$ cat src/rtl/pc_fetch_unit.sv
// Instruction fetch stage: owns the fetch pointer, talks to a variable-latency
// instruction memory and feeds the IF/ID register, absorbing stalls and redirects.
module pc_fetch_unit #(
    parameter logic [11:0] RESET_PC = 12'h000
) (
    input  logic        clk,
    input  logic        rst,
    input  logic [11:0] npc,
    input  logic        redirect,
    input  logic        stall,
    input  logic        imem_ready,
    input  logic [31:0] imem_rdata,
    output logic        imem_req,
    output logic [11:0] imem_addr,
    output logic        if_valid,
    output logic [31:0] if_instr,
    output logic [11:0] if_pc_4
);

    typedef enum logic [1:0] {S_FETCH, S_HOLD, S_DROP} state_t;

    state_t      r_state;
    state_t      w_state_next;
    logic [11:0] r_pc;
    logic [11:0] r_addr;
    logic [31:0] r_hold_buf;
    logic        r_if_valid;
    logic [31:0] r_if_instr;
    logic [11:0] r_if_pc_4;
    logic [11:0] w_addr_p4;
    logic        w_req;
    logic        w_deliver_mem;
    logic        w_deliver_buf;
    logic        w_capture;
    logic        w_bubble;

    // 12-bit add wraps naturally modulo 4096
    assign w_addr_p4 = r_addr + 12'd4;

    always_ff @(posedge clk) begin
        if (rst) begin
            r_state <= S_FETCH;
        end else begin
            r_state <= w_state_next;
        end
    end

    always_comb begin
        w_state_next = r_state;
        case (r_state)
            S_FETCH: begin
                if (redirect) begin
                    w_state_next = imem_ready ? S_FETCH : S_DROP;
                end else if (imem_ready && stall) begin
                    w_state_next = S_HOLD;
                end
            end
            S_HOLD: begin
                if (redirect || !stall) begin
                    w_state_next = S_FETCH;
                end
            end
            S_DROP: begin
                if (imem_ready) begin
                    w_state_next = S_FETCH;
                end
            end
            default: w_state_next = S_FETCH;
        endcase
    end

    always_comb begin
        w_req         = !rst && (r_state != S_HOLD);
        w_deliver_mem = (r_state == S_FETCH) && imem_ready && !redirect && !stall;
        w_deliver_buf = (r_state == S_HOLD) && !redirect && !stall;
        w_capture     = (r_state == S_FETCH) && imem_ready && !redirect && stall;
        w_bubble      = redirect || ((r_state == S_FETCH) && !imem_ready && !stall);
    end

    // IF/ID register and hold buffer
    always_ff @(posedge clk) begin
        if (rst) begin
            r_if_valid <= 1'b0;
            r_if_instr <= 32'h0;
            r_if_pc_4  <= 12'h0;
            r_hold_buf <= 32'h0;
        end else begin
            if (w_deliver_mem) begin
                r_if_valid <= 1'b1;
                r_if_instr <= imem_rdata;
                r_if_pc_4  <= w_addr_p4;
            end else if (w_deliver_buf) begin
                r_if_valid <= 1'b1;
                r_if_instr <= r_hold_buf;
                r_if_pc_4  <= w_addr_p4;
            end else if (w_bubble) begin
                r_if_valid <= 1'b0;
            end
            if (w_capture) begin
                r_hold_buf <= imem_rdata;
            end
        end
    end

    // In DROP the request address stays on the abandoned fetch while pc tracks the target
    always_ff @(posedge clk) begin
        if (rst) begin
            r_pc   <= RESET_PC;
            r_addr <= RESET_PC;
        end else begin
            case (r_state)
                S_FETCH: begin
                    if (redirect) begin
                        r_pc <= npc;
                        if (imem_ready) begin
                            r_addr <= npc;
                        end
                    end else if (imem_ready && !stall) begin
                        r_pc   <= w_addr_p4;
                        r_addr <= w_addr_p4;
                    end
                end
                S_HOLD: begin
                    if (redirect) begin
                        r_pc   <= npc;
                        r_addr <= npc;
                    end else if (!stall) begin
                        r_pc   <= w_addr_p4;
                        r_addr <= w_addr_p4;
                    end
                end
                S_DROP: begin
                    if (redirect) begin
                        r_pc <= npc;
                    end
                    if (imem_ready) begin
                        r_addr <= redirect ? npc : r_pc;
                    end
                end
                default: begin
                    r_pc   <= r_pc;
                    r_addr <= r_addr;
                end
            endcase
        end
    end

    assign imem_req  = w_req;
    assign imem_addr = r_addr;
    assign if_valid  = r_if_valid;
    assign if_instr  = r_if_instr;
    assign if_pc_4   = r_if_pc_4;

endmodule
$ cat config.mk
export PLATFORM = sky130hd
export DESIGN_NAME = pc_fetch_unit
export DESIGN_NICKNAME = d
export VERILOG_FILES = /design/src/rtl/pc_fetch_unit.sv
export SDC_FILE = /design/constraint.sdc
export NUM_CORES = 1
export LEC_CHECK = 0
export CAP_MARGIN = 20
export CORE_ASPECT_RATIO = 0.6
export CORE_MARGIN = 1.5
export CORE_UTILIZATION = 47
export CTS_BUF_LIST = sky130_fd_sc_hd__clkbuf_8
export DETAILED_ROUTE_END_ITERATION = 7
export GPL_TIMING_DRIVEN = 0
export PLACE_DENSITY_LB_ADDON = 0.15
export SLEW_MARGIN = 0
export SYNTH_ARGS = -nofsm -noshare
export SYNTH_HDL_FRONTEND = slang
export SYNTH_SLANG_ARGS = --single-unit
$ cat constraint.sdc
create_clock -name clk -period 4.8 [get_ports clk]
set_input_delay 1.2 -clock clk [delete_from_list [all_inputs] [get_ports clk]]
set_output_delay 1.2 -clock clk [all_outputs]
set_load 0.01 [all_outputs]
=== Word level (Yosys, flattened, before mapping) ===
Cells that the tools add are included.

* Logic and storage cells: 64
* Register bits: 103
* Bits in read-only memories: 0
* Latch bits: 0
* Input port bits: 49
* Output and inout bits: 58
* RAM bits: 0
* Memories kept: 0

* Reductions and logical operators: 24
* Multipliers: 0
* Eq/ne operators: 9
* Shift-type cells: 0
* $lt $le $gt $ge: 0
* Divide/modulo/power cells: 0
* Mux-type cells: 23
* Bitwise gates (word level): 0
* Add/sub/neg operators: 1

{| class="wikitable"
|+ Operators by type and width
! cell !! count
|-
| $mux 12 || 10
|-
| $pmux 12 s3 || 2
|-
| $mux 32 || 2
|-
| $add 12x3->12 const B || 1
|-
| $logic_and 1x1->1 || 11
|-
| $mux 2 || 5
|-
| $ne 3x3->1 const B || 3
|-
| $pmux 2 s3 || 1
|-
| $reduce_and 3->1 || 2
|-
| $reduce_bool 3->1 || 2
|-
| $reduce_and 5->1 || 1
|-
| $logic_not 1->1 || 4
|-
| $ne 2x2->1 const B || 2
|-
| $mux 1 || 3
|-
| $ne 3x2->1 const B || 1
|-
| $eq 2x1->1 const B || 1
|-
| $eq 2x2->1 const B || 1
|-
| $logic_not 2->1 || 1
|-
| $logic_or 1x1->1 || 2
|-
| $ne 2x1->1 const B || 1
|-
| $reduce_bool 2->1 || 1
|}

=== Logic depth before layout (Yosys ltp) ===
* Word-level depth: 7
* Gate-level depth with buffers: 7
* Depth with buffers taken out: 5

=== Least setup slack after synthesis ===
OpenSTA, ideal clock, no wires.

* Path type: input to output
* From: in rst
* To: out imem_req
* Path slack: 1,447 ps
* Path buffers: 3
* Required time: 3,600 ps
* Data arrival time: 2,153 ps
* Stages on the path: 4
* Cells stage by stage: clkbuf_1 clkbuf_1 buf_1 a21oi_1

* Longest elaborated chain between the ends: 2

{| class="wikitable"
|+ RTL lines
! item !! line !! RTL
|-
| start: declaration || 7 || <nowiki>input logic rst,</nowiki>
|-
| $logic_not 1->1 || 73 || <nowiki>w_req = !rst && (r_state != S_HOLD);</nowiki>
|-
| $logic_and 1x1->1 || 73 ||
|-
| end: declaration || 13 || <nowiki>output logic imem_req,</nowiki>
|}

No other way between the ends.

=== Worst setup path after layout ===
Same ends and word-level chain as after synthesis.

==> summary.md <==
| Metric | Value |
|---|---|
| Status | `completed` |
| Post-Syn Nets | `between 500 and 600` |
| Relative slew slack | `between 60% and 70%` |
| Placed Cells | `747` |
| Sequential element share of the synthesized area | `between 40% and 50%` |
| Gate Count Post-Synth | `slightly above 500` |
| DR iter-0 viols | `around 330` |
| Share of cells above drive strength 1 | `under 10%` |
| Final setup viols | `0` |
| Clk_skew | `0.0100 ns` |
| Routed len/inst | `about 17 um` |
| Detailed placer's ending HPWL | `roughly 9400 um` |
| Placer Congestion | `between 0.9 and 1` |
| Postcts setup bufs | `0` |
| Required @ worst endpoint | `~3.6 ns` |
| RSZ-0062 raised after global routing | `false` |
| Clock sink count | `103` |
| Worst path max stage delay | `between 0.5 and 0.6 ns` |
| Initial antenna violation count | `0` |
| Antenna-violating nets left | `0` |
| Static leakage | `between 1.5 and 2 nW` |
| Final net count | `678` |
| Post-Layout Cell Count | `~760` |
| Overall Power | `between 1.5 and 2 mW` |
| GRT overflow | `0` |
| Power per cell area | `a little over 300 mW/mm2` |
| CTS tree | `built` |
| Avg Inst Size Synth | `between 8 and 9 um2` |
| Critical Path Most Common Cell | `clkbuf_1` |
| Crit path max fanout | `10` |
| Largest net degree at the start of global routing | `17` |
| Final-report hold violation count | `0` |
| Critical Path AT | `roughly 3.2 ns` |
| Crit path launch type | `input pin` |
| IO buf count | `about 110` |
| Hold Buf Count CTS | `0` |
| Delay-heaviest family, CP | `buffers and inverters` |
| Worst-path clk slew | `approximately 0.090 ns` |
| Ys async rst share | `0%` |
| All-Layer GR Usage | `25.7%` |
| Cell Rows | `27` |
| CP bufs+invs | `4` |
| Slowest stage cell, crit path | `clkdlybuf4s50_1` |
| Commonest non-fill, non-tap cell in the layout | `clkdlybuf4s50_1` |
| Max-cap violations | `0` |
| Die Wd | `129 um` |
| Slew @ Worst Pin | `roughly 0.6 ns` |
| Pre-Repair DR Iteration Count | `5` |
| Count of pins over their slew limit | `0` |
| Die Area | `slightly above 0.01 mm2` |
| Detailed-route via count | `~4,300` |
| Post-Syn Area | `roughly 0.0045 mm2` |
| Number of global-route vias before repair | `between 4,000 and 5,000` |
| Setup TNS | `0 ns` |
| DRC errors left | `0` |
| Main synth FF type | `dfxtp_1` |
| Final worst path period need | `about 4.3 ns` |
| Yosys cell types | `52` |
| FF+latch count, synth | `between 100 and 150` |
| Fmax | `~230 MHz` |
| Clk_lat worst skew | `0.37 ns` |
| Kind of critical path | `in2out` |
| Worst vdd ir | `between 150 and 200 uV` |
| CTS resizes | `0` |
| CP cell instances | `clkbuf_1 > clkbuf_1 > buf_1 > a21oi_1 > clkdlybuf4s50_1` |
| Core Area | `around 0.0092 mm2` |
| Most frequent cells in the layout | `105 x clkdlybuf4s50_1, 103 x dfxtp_1, 86 x nand2_1, 55 x nor2_1, 50 x a21oi_1` |
| Starting Density | `between 40 and 50%` |
| # H-tree levels | `3` |
| First-pass GRT wire length | `20,200 um` |
| Crit end category | `output port` |
| Period Utilization, post-route | `90.6%` |
| Synth-to-layout area growth | `31.7%` |
| TritonCTS buffer count | `9` |
| Hold crit path type | `reg2reg` |
| Antenna Cells | `0` |
| Boundary Pins | `107` |
| Detailed Route WL | `12,700 um` |
| Vias per std cell | `between 5 and 6` |
| Longest Clk Path Bufs | `2` |
| CTS root buf | `clkbuf_8` |
| Post-layout util | `about 64%` |
| Die H | `about 78 um` |
| Post-synth EDFFs | `0` |
| Yosys warning total | `0` |
-- power breakdown --
part,internal [mW],switching (mW),total (mW),leakage (nW)
Sequential,0.900,0.0339,0.934,0.842
Combinational,0.152,0.156,0.308,1.05
Clock,0.254,0.304,0.558,0.100
-- through the flow --
| stage | setup WS, ns | area (um2) | hold slack (ns) |
|---|---|---|---|
| final | 0.451 | 5860 | 0.458 |
| after global routing | 0.310 | 5860 | 0.474 |
| after CTS | 0.429 | 5860 | 0.459 |
| after detailed placement | 0.436 | 5670 | 0.446 |
| after global placement | 0.401 | 5670 | 0.441 |
| after floorplan | 1.45 | 4450 | 0.433 |
-- cells in the mapped netlist, types with 3 or more instances --
| cell type | n | area, um2 |
|---|---|---|
| buf_2 | 18 | 90.1 |
| mux2i_1 | 33 | 330 |
| o21ai_0 | 10 | 50.1 |
| a21oi_1 | 50 | 250 |
| a211oi_1 | 40 | 300 |
| a311oi_1 | 6 | 52.6 |
| inv_1 | 6 | 22.5 |
| dfxtp_1 | 103 | 2060 |
| nand2_1 | 86 | 323 |
| o211ai_1 | 7 | 52.6 |
| or3_1 | 7 | 43.8 |
| nor2_1 | 55 | 206 |
| nand2b_1 | 6 | 37.5 |
| xor2_1 | 3 | 26.3 |
| mux2_2 | 3 | 33.8 |
| nand3_1 | 9 | 45.0 |
| buf_12 | 3 | 60.1 |
| a31oi_1 | 3 | 18.8 |
| nor3_1 | 5 | 25.0 |
| clkbuf_1 | 17 | 63.8 |
-- final timing paths --
| check | from | endpoint | slack [ns] | cells after the start |
|---|---|---|---|---|
| setup / recovery | rst | imem_req | 0.45 | 5 |
| hold / removal | r_hold_buf[0]$_SDFFE_PP0P_ | r_hold_buf[0]$_SDFFE_PP0P_ | 0.46 | 2 |
| setup reg to reg | imem_addr[2]$_SDFFE_PP0P_ | imem_addr[8]$_SDFFE_PP0P_ | 2.75 | 5 |
| hold reg to reg | r_hold_buf[0]$_SDFFE_PP0P_ | r_hold_buf[0]$_SDFFE_PP0P_ | 0.46 | 2 |
-- flip-flops by register name, indices dropped and copies added (netlist names) --
signal and cells:
imem_addr 12, if_valid 1, if_pc_4 12, r_hold_buf 32, if_instr 32, r_state 2, r_pc 12
-- cells by family (layout without fill, tap and decap cells) --
kind of cell | count (synthesis) | after routing | synth area share, %
AND/OR/NAND/NOR | 186 | 186 | 18.6
AO/OA/AOI/OAI | 132 | 132 | 19.5
flip-flops | 103 | 103 | 46.3
buffers and inverters | 50 | 170 | 6.32
multiplexers | 36 | 36 | 8.18
XOR/XNOR | 4 | 4 | 0.787
adder cells (fa/ha/maj) | 1 | 1 | 0.281
-- final cells by class --
cell class,count,area [um2]
tap,130,163
inverter,6,22.5
clock inverter,5,58.8
timing repair buffer,105,1050
clock buffer,10,138
buffer,44,259
fill,796,3330
multi-input combinational,359,2110
sequential,103,2060
-- layer usage --
layer | part of all wire, % | wire, um | vias to the layer above | GRT usage (%)
li1 | - | - | 2037 | -
met1 | 48 | 6140 | 2030 | 37.9
met2 | 42 | 5330 | 184 | 37.0
met3 | 9.0 | 1150 | 14 | 6.27
met4 | 0.97 | 123 | 0 | 7.53
met5 | 0 | 0 | - | 0
-- tightest hold or removal path, delay by kind of cell, from the launching register on --
kind	cells	cell delay [ns]
compound gates	1	0.05
simple gates	1	0.05
flops	1	0.32
Note: power is estimated with default switching activity, not from simulation.
